===== src/rtl/ew_sim_top.sv =====
// Electronic-warfare threat-response controller: classifies jamming/spoofing,
// runs the response FSM, hops channels and keeps a small log of seen threats.
module ew_sim_top #(
    parameter logic [7:0] JAM_THRESH      = 8'd200,
    parameter logic [7:0] SPOOF_SIG       = 8'd123,
    parameter logic [7:0] AUTH_KEY        = 8'hA5,
    parameter int         AUTH_TIMEOUT    = 4,
    parameter int         RECOVERY_CYCLES = 2,
    parameter int         JAM_HOLD        = 8
) (
    input  logic       clk,
    input  logic       reset,
    input  logic [7:0] signal_in,
    input  logic [7:0] command_in,
    input  logic [7:0] ch0,
    input  logic [7:0] ch1,
    input  logic [7:0] ch2,
    input  logic [7:0] ch3,
    output logic [2:0] fsm_state,
    output logic [1:0] comm_channel,
    output logic       system_fault
);

    localparam logic [2:0] ST_IDLE     = 3'd0;
    localparam logic [2:0] ST_JAMMED   = 3'd1;
    localparam logic [2:0] ST_SPOOF    = 3'd2;
    localparam logic [2:0] ST_AUTH     = 3'd3;
    localparam logic [2:0] ST_RECOVERY = 3'd4;
    localparam logic [2:0] ST_LOGGING  = 3'd5;
    localparam logic [2:0] ST_KNOWN    = 3'd6;

    localparam logic [3:0] JAM_LAST  = 4'(JAM_HOLD - 1);
    localparam logic [3:0] AUTH_LAST = 4'(AUTH_TIMEOUT - 1);
    localparam logic [3:0] REC_LAST  = 4'(RECOVERY_CYCLES - 1);

    logic [2:0] state_reg, state_next;
    logic [3:0] cnt_reg, cnt_next;
    logic [7:0] sig_reg, sig_next;
    logic [1:0] chan_reg, chan_next;
    logic       fault_reg, fault_next;
    logic [7:0] log_mem [0:3];
    logic [3:0] log_valid_reg;
    logic [1:0] wr_ptr_reg;
    logic       log_wr;

    logic       jam, spoof, threat, known;
    logic [3:0] hit_in, hit_sig;
    logic [3:0] ch_en;
    logic [1:0] hop_chan;

    assign jam    = (signal_in >= JAM_THRESH);
    assign spoof  = (signal_in == SPOOF_SIG) && !jam;
    assign threat = jam || spoof;
    assign known  = threat && (|hit_in);
    assign ch_en  = {ch3 != 8'h00, ch2 != 8'h00, ch1 != 8'h00, ch0 != 8'h00};

    // Parallel compare against every log entry: live input and captured signature.
    generate
        for (genvar gi = 0; gi < 4; gi++) begin : g_log_cmp
            assign hit_in[gi]  = log_valid_reg[gi] && (log_mem[gi] == signal_in);
            assign hit_sig[gi] = log_valid_reg[gi] && (log_mem[gi] == sig_reg);
        end
    endgenerate

    // Next enabled channel after the current one; stays put if none other is enabled.
    always_comb begin
        logic       found;
        logic [1:0] idx;
        hop_chan = chan_reg;
        found    = 1'b0;
        idx      = chan_reg;
        for (int k = 1; k < 4; k++) begin
            idx = chan_reg + 2'(k);
            if (!found && ch_en[idx]) begin
                hop_chan = idx;
                found    = 1'b1;
            end
        end
    end

    always_comb begin
        state_next = state_reg;
        cnt_next   = cnt_reg;
        sig_next   = sig_reg;
        chan_next  = chan_reg;
        fault_next = fault_reg;
        log_wr     = 1'b0;
        case (state_reg)
            ST_IDLE: begin
                if (threat) begin
                    sig_next = signal_in;
                    cnt_next = 4'd0;
                    if (jam) chan_next = hop_chan;
                    if (known)    state_next = ST_KNOWN;
                    else if (jam) state_next = ST_JAMMED;
                    else          state_next = ST_SPOOF;
                end
            end
            ST_JAMMED: begin
                if (!jam) begin
                    state_next = ST_RECOVERY;
                    cnt_next   = 4'd0;
                end else if (cnt_reg == JAM_LAST) begin
                    state_next = ST_LOGGING;
                    cnt_next   = 4'd0;
                end else begin
                    cnt_next = cnt_reg + 4'd1;
                end
            end
            ST_SPOOF: begin
                state_next = ST_AUTH;
                cnt_next   = 4'd0;
            end
            ST_AUTH: begin
                // Key is checked first so it wins on the timeout cycle.
                if (command_in == AUTH_KEY) begin
                    state_next = ST_RECOVERY;
                    cnt_next   = 4'd0;
                end else if (cnt_reg == AUTH_LAST) begin
                    state_next = ST_LOGGING;
                    fault_next = 1'b1;
                    cnt_next   = 4'd0;
                end else begin
                    cnt_next = cnt_reg + 4'd1;
                end
            end
            ST_RECOVERY: begin
                if (cnt_reg == REC_LAST) begin
                    state_next = ST_LOGGING;
                    cnt_next   = 4'd0;
                end else begin
                    cnt_next = cnt_reg + 4'd1;
                end
            end
            ST_LOGGING: begin
                state_next = ST_IDLE;
                log_wr     = !(|hit_sig);
            end
            ST_KNOWN: begin
                if (!threat) state_next = ST_IDLE;
            end
            default: state_next = ST_IDLE;
        endcase
    end

    always_ff @(posedge clk or negedge reset) begin
        if (!reset) begin
            state_reg     <= ST_IDLE;
            cnt_reg       <= 4'd0;
            sig_reg       <= 8'd0;
            chan_reg      <= 2'd0;
            fault_reg     <= 1'b0;
            log_valid_reg <= 4'd0;
            wr_ptr_reg    <= 2'd0;
            for (int i = 0; i < 4; i++) log_mem[i] <= 8'd0;
        end else begin
            state_reg <= state_next;
            cnt_reg   <= cnt_next;
            sig_reg   <= sig_next;
            chan_reg  <= chan_next;
            fault_reg <= fault_next;
            if (log_wr) begin
                log_mem[wr_ptr_reg]       <= sig_reg;
                log_valid_reg[wr_ptr_reg] <= 1'b1;
                wr_ptr_reg                <= wr_ptr_reg + 2'd1;
            end
        end
    end

    assign fsm_state    = state_reg;
    assign comm_channel = chan_reg;
    assign system_fault = fault_reg;

endmodule


===== config.mk =====
export PLATFORM = sky130hd
export DESIGN_NAME = ew_sim_top
export DESIGN_NICKNAME = d
export VERILOG_FILES = /design/src/rtl/ew_sim_top.sv
export SDC_FILE = /design/constraint.sdc
export NUM_CORES = 1
export LEC_CHECK = 0
export CELL_PAD_IN_SITES_DETAIL_PLACEMENT = 1
export CELL_PAD_IN_SITES_GLOBAL_PLACEMENT = 1
export CORE_AREA = 2 2 91 93
export CTS_CLUSTER_DIAMETER = 120
export CTS_CLUSTER_SIZE = 8
export DETAILED_ROUTE_END_ITERATION = 7
export DIE_AREA = 0 0 93 95
export PLACE_DENSITY_LB_ADDON = 0.1
export RECOVER_POWER = 50
export SYNTH_ARGS = -nofsm -noshare
export SYNTH_HDL_FRONTEND = slang
export SYNTH_SLANG_ARGS = --single-unit

===== constraint.sdc =====
create_clock -name clk -period 6.2 [get_ports clk]
set_clock_uncertainty 0.2 [all_clocks]
set_input_delay 1.86 -clock clk [delete_from_list [all_inputs] [get_ports clk]]
set_output_delay 1.86 -clock clk [all_outputs]
set_load 0.02 [all_outputs]

==> impl_metrics.csv <==
group,metric,value,unit
power,finalPower,1.74,mW
synth,synth_seq_area_share,40.0,%
timing,min_period,4.62,ns
clocking,clkTransAtPathRegs,0.10,ns
floorplan,start_util,44.1,%
grt,grt_pass1_wl,13.9,mm
timing,max_freq,0.217,GHz
layout,largest_reg_flops,32,
detailed_routing,ant_nets,0,
clocking,cts_buffers,5,
floorplan,die-area,8840,µm²
timing,finalSetupViolations,0,
synth,syn_avg_cell_area,10.6,µm²
layout,final_common_cell,"dfrtp_1",
clocking,post_cts_buffers,0,
worst_setup_path,cp-start-kind,"input pin",
clocking,cts.htree.levels,2,
floorplan,dieWidth,93,µm
worst_setup_path,critPathLaunch,"reset",
worst_setup_path,cp_slowest_stage_delay,2.20,ns
worst_setup_path,critPathMaxFanout,56,
timing,tightest_slew,3.12,ns
timing,rsz0062_at_grt,"false",
synth,synth_seq_cells,56,
worst_setup_path,cp-end-kind,"asynchronous set/reset pin",
synth,yosysTopAreaCellShare,40.0,%
synth,yosysTopAreaCell,"dfrtp_1",
place,io_buffers,55,
layout,mostFrequentLayoutCells,"dfrtp_1 (56), clkdlybuf4s50_1 (54), xnor2_1 (39)",
synth,synth_area_leaders,"dfrtp_1 (40%), xnor2_1 (9.8%), mux2_2 (7.1%), xor2_1 (6.8%), mux2_1 (5.5%)",
synth,syn_nets,387,
floorplan,die_y,95,µm
detailed_routing,viasPerCell,5.47,
worst_setup_path,path_class,"in2async",
timing,tns,0,ns
run_status,failed_checks,"max-capacitance violations, max-slew violations",
power,ir_drop,0.000199,V
floorplan,std_cell_rows,33,
place,dpl-instance-area,4050,µm²
clocking,cts_tree,"done",
worst_setup_path,critPathSlowestCell,"clkbuf_1",
floorplan,pin_count,56,
place,hpwl,6.33,mm
worst_setup_path,path_buf_inv,2,
synth,synthArstFlopShare,100,%
grt,antenna_found_initial,0,
synth,synth_cell_types,48,
clocking,clk_latency,0.31,ns
layout,drive_above_1_share,8.92,%
hold_path,holdCritPathClass,"reg2reg",
clocking,cts_hold_buf,0,
synth,synth_area,3500,µm²
grt,grt_overflow_total,0,
detailed_routing,wl,8.40,mm
detailed_routing,drc_errors,0,
timing,slew_violations,57,
detailed_routing,first_iter_violations,81,
synth,synth_cells,330,
power,p_per_area,419,nW/µm²
timing,slew_headroom,-108,%
worst_setup_path,rrSetupSlack,3.44,ns
run_status,status,"finished with violations",
worst_setup_path,crit_chain,"buf_2 -> clkbuf_1",
synth,yosysWarnings,0,
hold_path,worstHoldStart,"system_fault",
worst_setup_path,crit-reg2reg-launch,"sig_reg[7]",
worst_setup_path,cp_top_family,"buffers and inverters",
worst_setup_path,critPathRequiredTime,5.74,ns
detailed_routing,firstDrtPassIters,4,
worst_setup_path,cp_data_arrival_time,4.16,ns
synth,synth_flop_cell,"dfrtp_1",
power,leakage,1.68,nW
layout,nets,427,
floorplan,core,7930,µm²
timing,hold_viol,0,
place,place.gp.congestion,0.800,
detailed_routing,via_count,2599,
layout,area_delta_synth_final,18.8,%
clocking,cts_resized,0,
timing,period_share,74.5,%
clocking,cts.sinks,56,
grt,grt_usage,20.3,%
flow_run,drv_cap,1,
grt,grt_pass1_vias,2663,
grt,grt_max_degree,57,
clocking,clk_path_buf_depth,2,
clocking,clockRootBuffer,"clkbuf_8",
synth,synth-edff-count,0,
detailed_routing,wl_per_cell,17.7,µm
layout,antennaDiodeCount,0,
layout,fin_area,4160,µm²
-- metrics by stage --
stage | util, % | instances | setup WS, ns | hold slack, ns
6_report | 52.4 | 475 | 1.58 | 0.272
5_1_grt | 52.4 | 475 | 0.892 | 0.295
4_1_cts | 52.7 | 475 | 1.81 | 0.276
3_5_place_dp | 51.1 | 468 | 1.49 | 0.255
3_3_place_gp | 51.1 | 468 | 1.67 | 0.247
2_1_floorplan | - | 330 | 2.53 | 0.256
-- final cells by class --
class                   count  area [µm²]
multi-input cells         245        1920
clock buffers               5        68.8
flip-flops and latches     56        1400
fillers                   892        3770
well taps                 105         131
repair buffers             56         549
clock inverters             2        60.1
inverters                   6        22.5
-- final timing paths --
| kind | end | cells after the start |
|---|---|---|
| setup reg to reg | log_mem[23] | 6 |
| setup / recovery | log_mem[23] | 2 |
| hold / removal | system_fault | 1 |
| hold reg to reg | system_fault | 1 |
| max in group clk | comm_channel[0] | 7 |
| min in group asynchronous | cnt_reg[0] | 2 |
-- Yosys cell counts (all sizes together) (2+ instances only) --
master and n:
a21o 4, a21oi 10, a31oi 5, and2 2, and3 2, buf 17
clkbuf 6, dfrtp 56, ha 7, inv 6, mux2 39, mux2i 2
nand2 15, nand2b 6, nand3 15, nand3b 2, nand4 9, nand4b 2
nor2 5, nor2b 2, nor3 11, nor3b 2, nor4 14, nor4bb 2
o21ai 7, or4 3, xnor2 39, xor2 27
-- layer usage --
| layer | vias up | global-route usage, % | share of wire (%) |
|---|---|---|---|
| met2 | 33 | 36.1 | 52 |
| met4 | 0 | 5.64 | 1.5 |
| met3 | 8 | 3.35 | 2.8 |
| met5 | - | 0 | 0 |
| li1 | 1249 | - | - |
| met1 | 1309 | 25.7 | 44 |
-- cell families (layout without fill, tap and decap cells) --
group | after synthesis | count (layout) | share of synthesized area (%)
AO/OA/AOI/OAI | 38 | 38 | 7.51
XOR/XNOR | 66 | 66 | 16.5
adder cells (fa/ha/maj) | 7 | 7 | 2.50
buffers and inverters | 29 | 69 | 4.40
flip-flops | 56 | 56 | 40.0
multiplexers | 41 | 41 | 13.1
AND/OR/NAND/NOR | 93 | 93 | 15.9
-- where the power goes --
part           switching, mW  total (mW)  internal [mW]  leakage [nW]
logic                  0.306       0.693          0.387         0.923
registers              0.254       0.773          0.520         0.690
clock network          0.118       0.277          0.159        0.0642
Power figures use the tool's default switching activity.
